## config.mk

```make
export PLATFORM = sky130hd
export DESIGN_NAME = serial_adder_ctrl
export DESIGN_NICKNAME = d
export VERILOG_FILES = /design/src/rtl/serial_adder_ctrl_pkg.sv /design/src/rtl/serial_adder_ctrl_fa_bit.sv /design/src/rtl/serial_adder_ctrl.sv
export SDC_FILE = /design/constraint.sdc
export NUM_CORES = 1
export LEC_CHECK = 0
export CORE_ASPECT_RATIO = 1.2
export CORE_MARGIN = 4
export CORE_UTILIZATION = 54
export DETAILED_ROUTE_END_ITERATION = 10
export GPL_TIMING_DRIVEN = 0
export PLACE_DENSITY = 0.83
export SLEW_MARGIN = 20
export SYNTH_ARGS = -nofsm -noshare
export SYNTH_HDL_FRONTEND = slang
export SYNTH_SLANG_ARGS = --single-unit
```

## constraint.sdc

```tcl
create_clock -name CLK -period 3.2 [get_ports CLK]
set_input_delay 0.8 -clock CLK [delete_from_list [all_inputs] [get_ports CLK]]
set_output_delay 0.8 -clock CLK [all_outputs]
set_load 0.01 [all_outputs]
```

## src/rtl/serial_adder_ctrl_pkg.sv

```systemverilog
// Shared definitions for the bit-serial adder: FSM state encoding and
// the full-adder helper equations used by the one-bit adder cell.
package serial_adder_ctrl_pkg;

   // Controller states. Code 2'b11 is unused and falls back to IDLE.
   typedef enum logic [1:0] {
      ST_IDLE  = 2'b00,
      ST_SHIFT = 2'b01,
      ST_FIN   = 2'b10
   } state_t;

   // Supported operand widths.
   localparam int unsigned WIDTH_MIN = 2;
   localparam int unsigned WIDTH_MAX = 32;

   // Sum bit of a one-bit full adder.
   function automatic logic fa_sum(input logic a, input logic b, input logic c);
      return a ^ b ^ c;
   endfunction

   // Carry out of a one-bit full adder (majority of the three inputs).
   function automatic logic fa_carry(input logic a, input logic b, input logic c);
      return (a & b) | (a & c) | (b & c);
   endfunction

endpackage

```

## src/rtl/serial_adder_ctrl_fa_bit.sv

```systemverilog
// Combinational one-bit full adder cell driven by the serial adder controller.
module fa_bit
   import serial_adder_ctrl_pkg::*;
(
   input  logic a,
   input  logic b,
   input  logic ci,
   output logic s,
   output logic co
);

   assign s  = fa_sum(a, b, ci);
   assign co = fa_carry(a, b, ci);

endmodule

```

## src/rtl/serial_adder_ctrl.sv

```systemverilog
// Bit-serial adder controller: captures two operands and a carry-in, feeds
// one bit pair per clock (LSB first) through a single full-adder cell with a
// registered carry loop, and publishes the collected sum and final carry.
module serial_adder_ctrl
   import serial_adder_ctrl_pkg::*;
#(
   parameter int unsigned WIDTH = 8
)
(
   input  logic             CLK,
   input  logic             RST_N,
   input  logic             START,
   input  logic [WIDTH-1:0] A,
   input  logic [WIDTH-1:0] B,
   input  logic             CIN,
   output logic             BUSY,
   output logic             DONE,
   output logic [WIDTH-1:0] SUM,
   output logic             COUT
);

   localparam int unsigned     CW       = $clog2(WIDTH);
   localparam logic [CW-1:0]   LAST_BIT = CW'(WIDTH - 1);

   state_t           state_q, state_d;
   logic [WIDTH-1:0] a_sh_q, a_sh_d;
   logic [WIDTH-1:0] b_sh_q, b_sh_d;
   logic [WIDTH-1:0] res_q, res_d;
   logic             carry_q, carry_d;
   logic [CW-1:0]    cnt_q, cnt_d;
   logic [WIDTH-1:0] sum_q, sum_d;
   logic             cout_q, cout_d;
   logic             busy_q, busy_d;
   logic             done_q, done_d;

   logic             fa_s;
   logic             fa_co;

   // The single adder cell always looks at the operand LSBs and the carry flop.
   fa_bit u_fa_bit (
      .a  (a_sh_q[0]),
      .b  (b_sh_q[0]),
      .ci (carry_q),
      .s  (fa_s),
      .co (fa_co)
   );

   // Next-state, datapath and output-register logic; everything holds by default.
   always_comb begin
      state_d = state_q;
      a_sh_d  = a_sh_q;
      b_sh_d  = b_sh_q;
      res_d   = res_q;
      carry_d = carry_q;
      cnt_d   = cnt_q;
      sum_d   = sum_q;
      cout_d  = cout_q;
      busy_d  = 1'b0;
      done_d  = 1'b0;

      case (state_q)
         ST_IDLE: begin
            if (START) begin
               a_sh_d  = A;
               b_sh_d  = B;
               carry_d = CIN;
               cnt_d   = {CW{1'b0}};
               busy_d  = 1'b1;
               state_d = ST_SHIFT;
            end else begin
               state_d = ST_IDLE;
            end
         end

         ST_SHIFT: begin
            // One bit per edge: sum bit enters at the MSB so that after
            // WIDTH edges the LSB-first stream lines up as a normal word.
            res_d   = {fa_s, res_q[WIDTH-1:1]};
            a_sh_d  = {1'b0, a_sh_q[WIDTH-1:1]};
            b_sh_d  = {1'b0, b_sh_q[WIDTH-1:1]};
            carry_d = fa_co;
            if (cnt_q == LAST_BIT) begin
               // Final bit: publish the finished word and carry directly
               // from the cell so SUM/COUT update on the same edge as DONE.
               sum_d   = {fa_s, res_q[WIDTH-1:1]};
               cout_d  = fa_co;
               cnt_d   = {CW{1'b0}};
               done_d  = 1'b1;
               state_d = ST_FIN;
            end else begin
               cnt_d   = cnt_q + {{(CW-1){1'b0}}, 1'b1};
               busy_d  = 1'b1;
               state_d = ST_SHIFT;
            end
         end

         ST_FIN: begin
            state_d = ST_IDLE;
         end

         default: begin
            state_d = ST_IDLE;
         end
      endcase
   end

   // State and datapath registers with synchronous active-low reset.
   always_ff @(posedge CLK) begin
      if (!RST_N) begin
         state_q <= ST_IDLE;
         a_sh_q  <= {WIDTH{1'b0}};
         b_sh_q  <= {WIDTH{1'b0}};
         res_q   <= {WIDTH{1'b0}};
         carry_q <= 1'b0;
         cnt_q   <= {CW{1'b0}};
         sum_q   <= {WIDTH{1'b0}};
         cout_q  <= 1'b0;
         busy_q  <= 1'b0;
         done_q  <= 1'b0;
      end else begin
         state_q <= state_d;
         a_sh_q  <= a_sh_d;
         b_sh_q  <= b_sh_d;
         res_q   <= res_d;
         carry_q <= carry_d;
         cnt_q   <= cnt_d;
         sum_q   <= sum_d;
         cout_q  <= cout_d;
         busy_q  <= busy_d;
         done_q  <= done_d;
      end
   end

   assign BUSY = busy_q;
   assign DONE = done_q;
   assign SUM  = sum_q;
   assign COUT = cout_q;

endmodule

```

Yosys cells after proc, flatten, opt, wreduce, memory -nomap -nowiden:

Index checks and enable logic that the tools add are counted.

* bits in registers: 41
* output and inout port bits: 11
* logic and storage cells: 42

* add/subtract/negate cells: 1
* equal/unequal tests: 3
* multiplexer cells: 16
* bitwise logic cells: 7
* reductions and logical operators: 5

Operators by type and width (count)
* $pmux 8 s2: 2
* $mux 8: 2
* $mux 3: 2
* $pmux 3 s2: 1
* $reduce_and 2->1: 3
* $mux 1: 5
* $pmux 1 s2: 2
* $pmux 2 s2: 1
* $add 3x1->3 const B: 1
* $and 1x1->1: 3
* $eq 3x3->1 const B: 1
* $eq 2x1->1 const B: 1
* $logic_not 2->1: 1
* $mux 2: 1
* $ne 2x2->1 const B: 1
* $or 1x1->1: 2
* $reduce_bool 2->1: 1
* $xor 1x1->1: 2

Depth between registers and ports, before layout:

Gate-level depths: netlist of the first run.

* depth after elaboration: 4
* depth in mapped cells: 6
* gate-level depth less buffers: 5

Cells and area by module:

A second synthesis of the first run with hierarchy kept.

* cell total of the unflattened synthesis: 186
* area, all modules: 1579.0 µm²

By module, submodules not included
* serial_adder_ctrl: instances 1, cells an instance 185, area an instance 1559.0 µm², sequential area each 780.7 µm²
* fa_bit: instances 1, cells an instance 1, area an instance 20.0 µm², sequential area each 0.0 µm²

Worst setup path after synthesis of the first run:

No wires, ideal clock.

* path type: input to register
* start: input RST_N
* end: register sum_q[2] (netlist: SUM[2])
* setup time: 76 ps
* arrival: 1380 ps
* path slack: 1745 ps
* stages: 3
* path buffers: 2
* path through: clkbuf_1 > clkbuf_1 > a21boi_0

RTL lines
* from (decl): RTL line serial_adder_ctrl.sv:11 `input logic RST_N,`
* to (signal assigned): RTL line serial_adder_ctrl.sv:116 `sum_q <= {WIDTH{1'b0}};`
* to (signal assigned): RTL line serial_adder_ctrl.sv:127 `sum_q <= sum_d;`
* to (decl): RTL line serial_adder_ctrl.sv:31 `logic [WIDTH-1:0] sum_q, sum_d;`

No word-level cell between the ends.

==> flow_metrics.py, run 1 <==
metrics = {
    "outcome": {
        "outcome": "finished clean",
    },
    "grt": {
        "grt_pass1_wl_mm": 5.82,
        "antenna_found_initial": 0,
        "grt_overflow": 0,
        "grt_max_degree": 13,
        "grt_use_total_pct": 19.9,
        "first_global_vias": 1400,
    },
    "cells_and_area": {
        "multi_input_area_sq_um": 724,
        "nets": 245,
        "final_common_cell": "nand2_1",
        "layout_common_cells": "nand2_1 (55), dfxtp_1 (39), clkdlybuf4s50_1 (29)",
        "n_antenna_cell": 0,
        "fillers": 235,
        "fin_cells": 257,
        "drive_gt1_share_pct": 7.17,
        "area_growth_pct": 26.8,
        "seq_area_sq_um": 781,
        "finalInstanceArea_sq_um": 1990,
    },
    "job": {
        "cap_violations": 0,
    },
    "detailed_routing": {
        "post_drt_via_cell_ratio": 5.47,
        "drcViolationCount": 0,
        "routedWlPerCell_um": 13.5,
        "wl_mm": 3.47,
        "antenna_left": 0,
        "drt-pass1-iter-count": 4,
        "vias": 1407,
        "drt_iter0_markers": 50,
    },
    "placed_design": {
        "hpwl_mm": 2.48,
        "place_area_sq_um": 1900,
        "io_buffers": 29,
        "dp.cells": 249,
        "gp_congestion": 0.814,
    },
    "sta": {
        "setup_viol": 0,
        "fin_setup_tns_ns": 0,
        "clock_skew_ns": 0.00947,
        "relSlewSlack_pct": 68.5,
        "maxSlewViolCount": 0,
        "period_minus_slack_ns": 2.18,
        "max_freq_mhz": 458,
        "period_share_pct": 68.2,
        "worst_pin_slew_ns": 0.472,
        "rsz0062_at_grt": "no",
        "finalHoldViolCount": 0,
    },
    "logic_synthesis": {
        "yosysSeqAreaShare_pct": 49.8,
        "synth.avg_cell_area_sq_um": 8.42,
        "synth_top_area_share_pct": 49.8,
        "synth_area_leaders": "dfxtp_1 (50%), nand2_1 (13%), a31oi_1 (6.0%)",
        "ys_seq_elements": 39,
        "synthesis.nets": 209,
        "syn_inst": 186,
        "yosys.area.top_type": "dfxtp_1",
        "netlist_area_sq_um": 1570,
        "synth.distinct_cells": 22,
        "yosysWarnings": 0,
    },
    "die": {
        "dieArea_sq_um": 3830,
        "num_rows": 21,
        "io_pins": 31,
        "initial_core_util_pct": 56.2,
        "core_sq_um": 2790,
        "die_h_um": 67,
        "die_x_um": 57.2,
    },
    "power_and_ir_drop": {
        "p_sw_share_pct": 23.5,
        "p_sw_mw": 0.227,
        "p_int_mw": 0.741,
        "clockPowerShare_pct": 35.9,
        "power_density_nw_per_um2": 488,
        "p_leak_nw": 0.731,
        "p_comb_share_pct": 10.5,
        "ir_drop_uv": 374,
        "pwr-share-seq_pct": 53.6,
    },
    "setup_path": {
        "endpoint_kind": "output pin",
        "cp_slowest_stage_delay_ns": 0.58,
        "start_kind": "register",
        "cp_cell_sequence": "clkdlybuf4s50_1",
        "worst-path-max-fanout": 7,
        "crit_type": "register to output pin",
        "crit_family": "buffers and inverters",
        "critPathSlowestCell": "clkdlybuf4s50_1",
        "critPathBufInv": 1,
        "worstPathRequired_ns": 2.40,
        "cp_data_arrival_time_ns": 1.38,
    },
    "clock_tree": {
        "cts_buffers": 5,
        "clock-sinks": 39,
        "cts_hold_buffers": 0,
        "clkTransAtPathRegs_ns": 0.11,
        "clockBufferDepth": 2,
        "cts_tree": "done",
        "clock_latency_ns": 0.35,
        "cts_resized": 0,
        "cts.htree.levels": 2,
        "cts-root-buf": "clkbuf_4",
        "post-cts-setup-buffers": 0,
    },
    "hold_path": {
        "hp-class": "register to register",
    },
}
[kinds of logic (layout without fill, tap and decap cells)]
family	after synthesis	after routing	share of synthesized area (%)
AOI/OAI and AO/OA	52	52	21.3
adders and majority gates	3	3	2.88
buffers and inverters	13	50	3.91
DFF	39	39	49.8
and+or+nand+nor	79	79	22.0
[sequential cells by signal (all words and copies together), names as in the netlist]
register / cells
res_q: 7
a_sh_q: 8
DONE: 1
carry_q: 1
cnt_q: 3
COUT: 1
state_q: 2
SUM: 8
b_sh_q: 8
[cell type report]
class	instances	share of cell area, %
clock inverter	2	1.76
clock buffer	6	2.58
buffer	13	3.09
tap	34	2.14
timing repair buffer	29	14.6
sequential	39	39.3
multi-input combinational	134	36.5
[layer usage]
metal | global-route usage (%) | share of wire [%] | vias to the layer above
met5 | 0 | 0 | -
met4 | 11.3 | 2.0 | 0
met3 | 5.62 | 5.9 | 8
met2 | 34.9 | 52 | 39
met1 | 21.3 | 40 | 652
li1 | - | - | 708
[stage by stage]
step	worst slack [ns]	utilization [%]	hold slack [ns]	power (mW)
floorplan	1.74	-	0.435	0.588
global placement	1.09	68.2	0.443	0.626
detailed placement	1.06	68.2	0.458	0.630
CTS	0.996	71.3	0.474	0.977
global route	0.948	71.3	0.493	1.01
finish	1.02	71.3	0.469	0.969
[cells in the mapped netlist, drive strengths merged]
cell / n
a21boi: 16
a22oi: 5
a31oi: 15
and2b: 2
and3: 2
buf: 8
clkbuf: 5
dfxtp: 39
fa: 1
ha: 2
nand2: 55
nand2b: 2
nand3: 9
nand3b: 1
nor2: 2
nor2b: 5
nor3b: 1
o21ai: 15
o21bai: 1
[power groups by stage]
| stage | Sequential, mW | Combinational [mW] | Clock (mW) |
|---|---|---|---|
| floorplan | 0.527 | 0.0608 | 0 |
| global placement | 0.529 | 0.0972 | 0 |
| detailed placement | 0.530 | 0.100 | 0 |
| CTS | 0.519 | 0.102 | 0.356 |
| global route | 0.522 | 0.113 | 0.370 |
| finish | 0.519 | 0.102 | 0.348 |
[final timing paths]
path / end / startpoint / slack, ns / depth (start not counted)
worst max register to register: SUM[7]$_SDFFE_PN0P_ / cnt_q[0]$_SDFFE_PN0P_ / 1.60 / 5
worst min register to register: SUM[0]$_SDFFE_PN0P_ / SUM[0]$_SDFFE_PN0P_ / 0.47 / 2
worst min-delay path: SUM[0]$_SDFFE_PN0P_ / SUM[0]$_SDFFE_PN0P_ / 0.47 / 2
worst max-delay path: BUSY / state_q[0]$_SDFF_PN0_ / 1.02 / 1
Power figures use the tool's default switching activity.
==> inputs of run 2 (changes only) <==
--- a/config.mk
+++ b/config.mk
@@ -7,10 +7,10 @@
 export LEC_CHECK = 0
 export CORE_ASPECT_RATIO = 1.2
 export CORE_MARGIN = 4
-export CORE_UTILIZATION = 54
+export CORE_UTILIZATION = 45
 export DETAILED_ROUTE_END_ITERATION = 10
 export GPL_TIMING_DRIVEN = 0
-export PLACE_DENSITY = 0.83
+export PLACE_DENSITY = 0.74
 export SLEW_MARGIN = 20
 export SYNTH_ARGS = -nofsm -noshare
 export SYNTH_HDL_FRONTEND = slang
==> constraint.sdc (replaced) <==
create_clock -name CLK -period 1.9 [get_ports CLK]
set_input_delay 0.475 -clock CLK [delete_from_list [all_inputs] [get_ports CLK]]
set_output_delay 0.475 -clock CLK [all_outputs]
set_load 0.01 [all_outputs]
==> run 2 against run 1 <==
Against the previous run:
- clock-buffer cell count stayed put
- sequential power is 68% higher
- hold slack worse by 0.014 ns
- wire length is 11% lower
- first-iteration DRC count is 10% higher
- critical path type unchanged
==> flow_metrics.py, run 2 (synthesis gave the netlist of run 1 again) <==
metrics = {
    "clock_tree": {
        "cts_tree": "done",
        "clockBufferDepth": 2,
        "cts_buffers": 5,
        "clock-sinks": 39,
        "clkTransAtPathRegs_ns": 0.07,
        "post-cts-setup-buffers": 0,
        "cts_hold_buffers": 0,
        "cts-root-buf": "clkbuf_8",
        "clock_latency_ns": 0.29,
        "cts_resized": 0,
        "cts.htree.levels": 2,
    },
    "sta": {
        "maxSlewViolCount": 0,
        "worst_pin_slew_ns": 0.428,
        "relSlewSlack_pct": 71.4,
        "finalHoldViolCount": 0,
        "clock_skew_ns": 0.00611,
        "hold_slack_ns": 0.455,
        "period_share_pct": 93.4,
        "rsz0062_at_grt": "no",
        "fin_setup_tns_ns": 0,
        "max_freq_mhz": 563,
        "period_minus_slack_ns": 1.78,
        "setup_viol": 0,
    },
    "die": {
        "num_rows": 23,
        "die_x_um": 61.9,
        "dieArea_sq_um": 4490,
        "io_pins": 31,
        "die_h_um": 72.6,
        "core_sq_um": 3340,
        "initial_core_util_pct": 46.9,
    },
    "hold_path": {
        "hp-class": "register to register",
        "hp-start": "res_q[1]$_SDFFE_PN0P_",
        "worstHoldEndpoint": "res_q[1]$_SDFFE_PN0P_",
        "holdPathStages": 2,
    },
    "cells_and_area": {
        "fillers": 318,
        "nets": 245,
        "finalInstanceArea_sq_um": 2020,
        "area_growth_pct": 29.0,
        "fin_util_pct": 60.5,
        "final_common_cell": "nand2_1",
        "seq_area_sq_um": 781,
        "multi_input_area_sq_um": 724,
        "layout_common_cells": "nand2_1 (55), dfxtp_1 (39), clkdlybuf4s50_1 (29)",
        "drive_gt1_share_pct": 7.17,
        "n_antenna_cell": 0,
    },
    "grt": {
        "grt_max_degree": 13,
        "first_global_vias": 1238,
        "antenna_found_initial": 0,
        "grt_use_total_pct": 16.2,
        "grt_overflow": 0,
        "grt_pass1_wl_mm": 5.47,
    },
    "setup_path": {
        "crit_type": "register to output pin",
        "r2r_cells": 5,
        "rrSetupSlack_ns": 0.39,
        "start_kind": "register",
        "worst-path-max-fanout": 7,
        "rr_startpoint": "cnt_q[0]$_SDFFE_PN0P_",
        "cp_slowest_stage_delay_ns": 0.58,
        "cp_data_arrival_time_ns": 1.30,
        "worst-path-stages": 1,
        "worstPathRequired_ns": 1.42,
        "critPathBufInv": 1,
        "cp_cell_sequence": "clkdlybuf4s50_1",
        "endpoint_kind": "output pin",
        "reg2reg_to": "SUM[5]$_SDFFE_PN0P_",
        "crit_family": "buffers and inverters",
        "critPathSlowestCell": "clkdlybuf4s50_1",
    },
    "detailed_routing": {
        "drt-pass1-iter-count": 4,
        "post_drt_via_cell_ratio": 5.24,
        "drt_iter0_markers": 55,
        "drcViolationCount": 0,
        "wl_mm": 3.11,
        "routedWlPerCell_um": 12.0,
        "vias": 1363,
        "antenna_left": 0,
    },
    "outcome": {
        "outcome": "finished clean",
    },
    "power_and_ir_drop": {
        "p_leak_nw": 0.744,
        "power_density_nw_per_um2": 863,
        "ir_drop_uv": 701,
    },
    "placed_design": {
        "io_buffers": 29,
        "place_area_sq_um": 1900,
        "gp_congestion": 0.798,
        "hpwl_mm": 2.28,
    },
    "job": {
        "cap_violations": 0,
    },
}
## run 2: routing by layer
layer	vias up	track usage, %	part of all wire [%]
met5	-	0	0
met4	0	5.66	1.7
met3	6	5.84	6.4
met2	38	24.4	46
met1	609	21.2	46
li1	710	-	-
## run 2: metrics by stage
stage          worst slack, ns  power [mW]  cells
6_report                 0.125        1.74    260
3_3_place_gp             0.136        1.06    252
3_5_place_dp            0.0922        1.06    252
2_1_floorplan            0.666       0.990    186
4_1_cts                  0.105        1.76    260
5_1_grt                 0.0334        1.82    260
## run 2: cell type report
type,instances,share of cell area (%)
flip-flops and latches,39,38.6
well taps,37,2.29
plain buffers,13,3.03
clock buffers,6,4.09
multi-input cells,134,35.9
clock inverters,2,1.73
repair buffers,29,14.4
## run 2: worst max-delay path by stage
stage / endpoint / from
floorplan: COUT$_SDFFE_PN0P_ / cnt_q[0]$_SDFFE_PN0P_
global placement: b_sh_q[5]$_SDFFE_PN0P_ / START
detailed placement: a_sh_q[1]$_SDFFE_PN0P_ / START
CTS: BUSY / state_q[0]$_SDFF_PN0_
global route: BUSY / state_q[0]$_SDFF_PN0_
finish: BUSY / state_q[0]$_SDFF_PN0_
## run 2: where the power goes
part	switching (mW)	total (mW)	internal, mW
combinational	0.0835	0.168	0.0849
clock	0.277	0.701	0.425
sequential	0.0211	0.873	0.852
total	0.381	1.74	1.36
==> inputs of run 3 (changes only) <==
--- a/config.mk
+++ b/config.mk
@@ -15,3 +15,4 @@
 export SYNTH_ARGS = -nofsm -noshare
 export SYNTH_HDL_FRONTEND = slang
 export SYNTH_SLANG_ARGS = --single-unit
+export TNS_END_PERCENT = 30
==> results of run 3 <==
No change in the layout: final DEF, timing and power equal those of run 2.
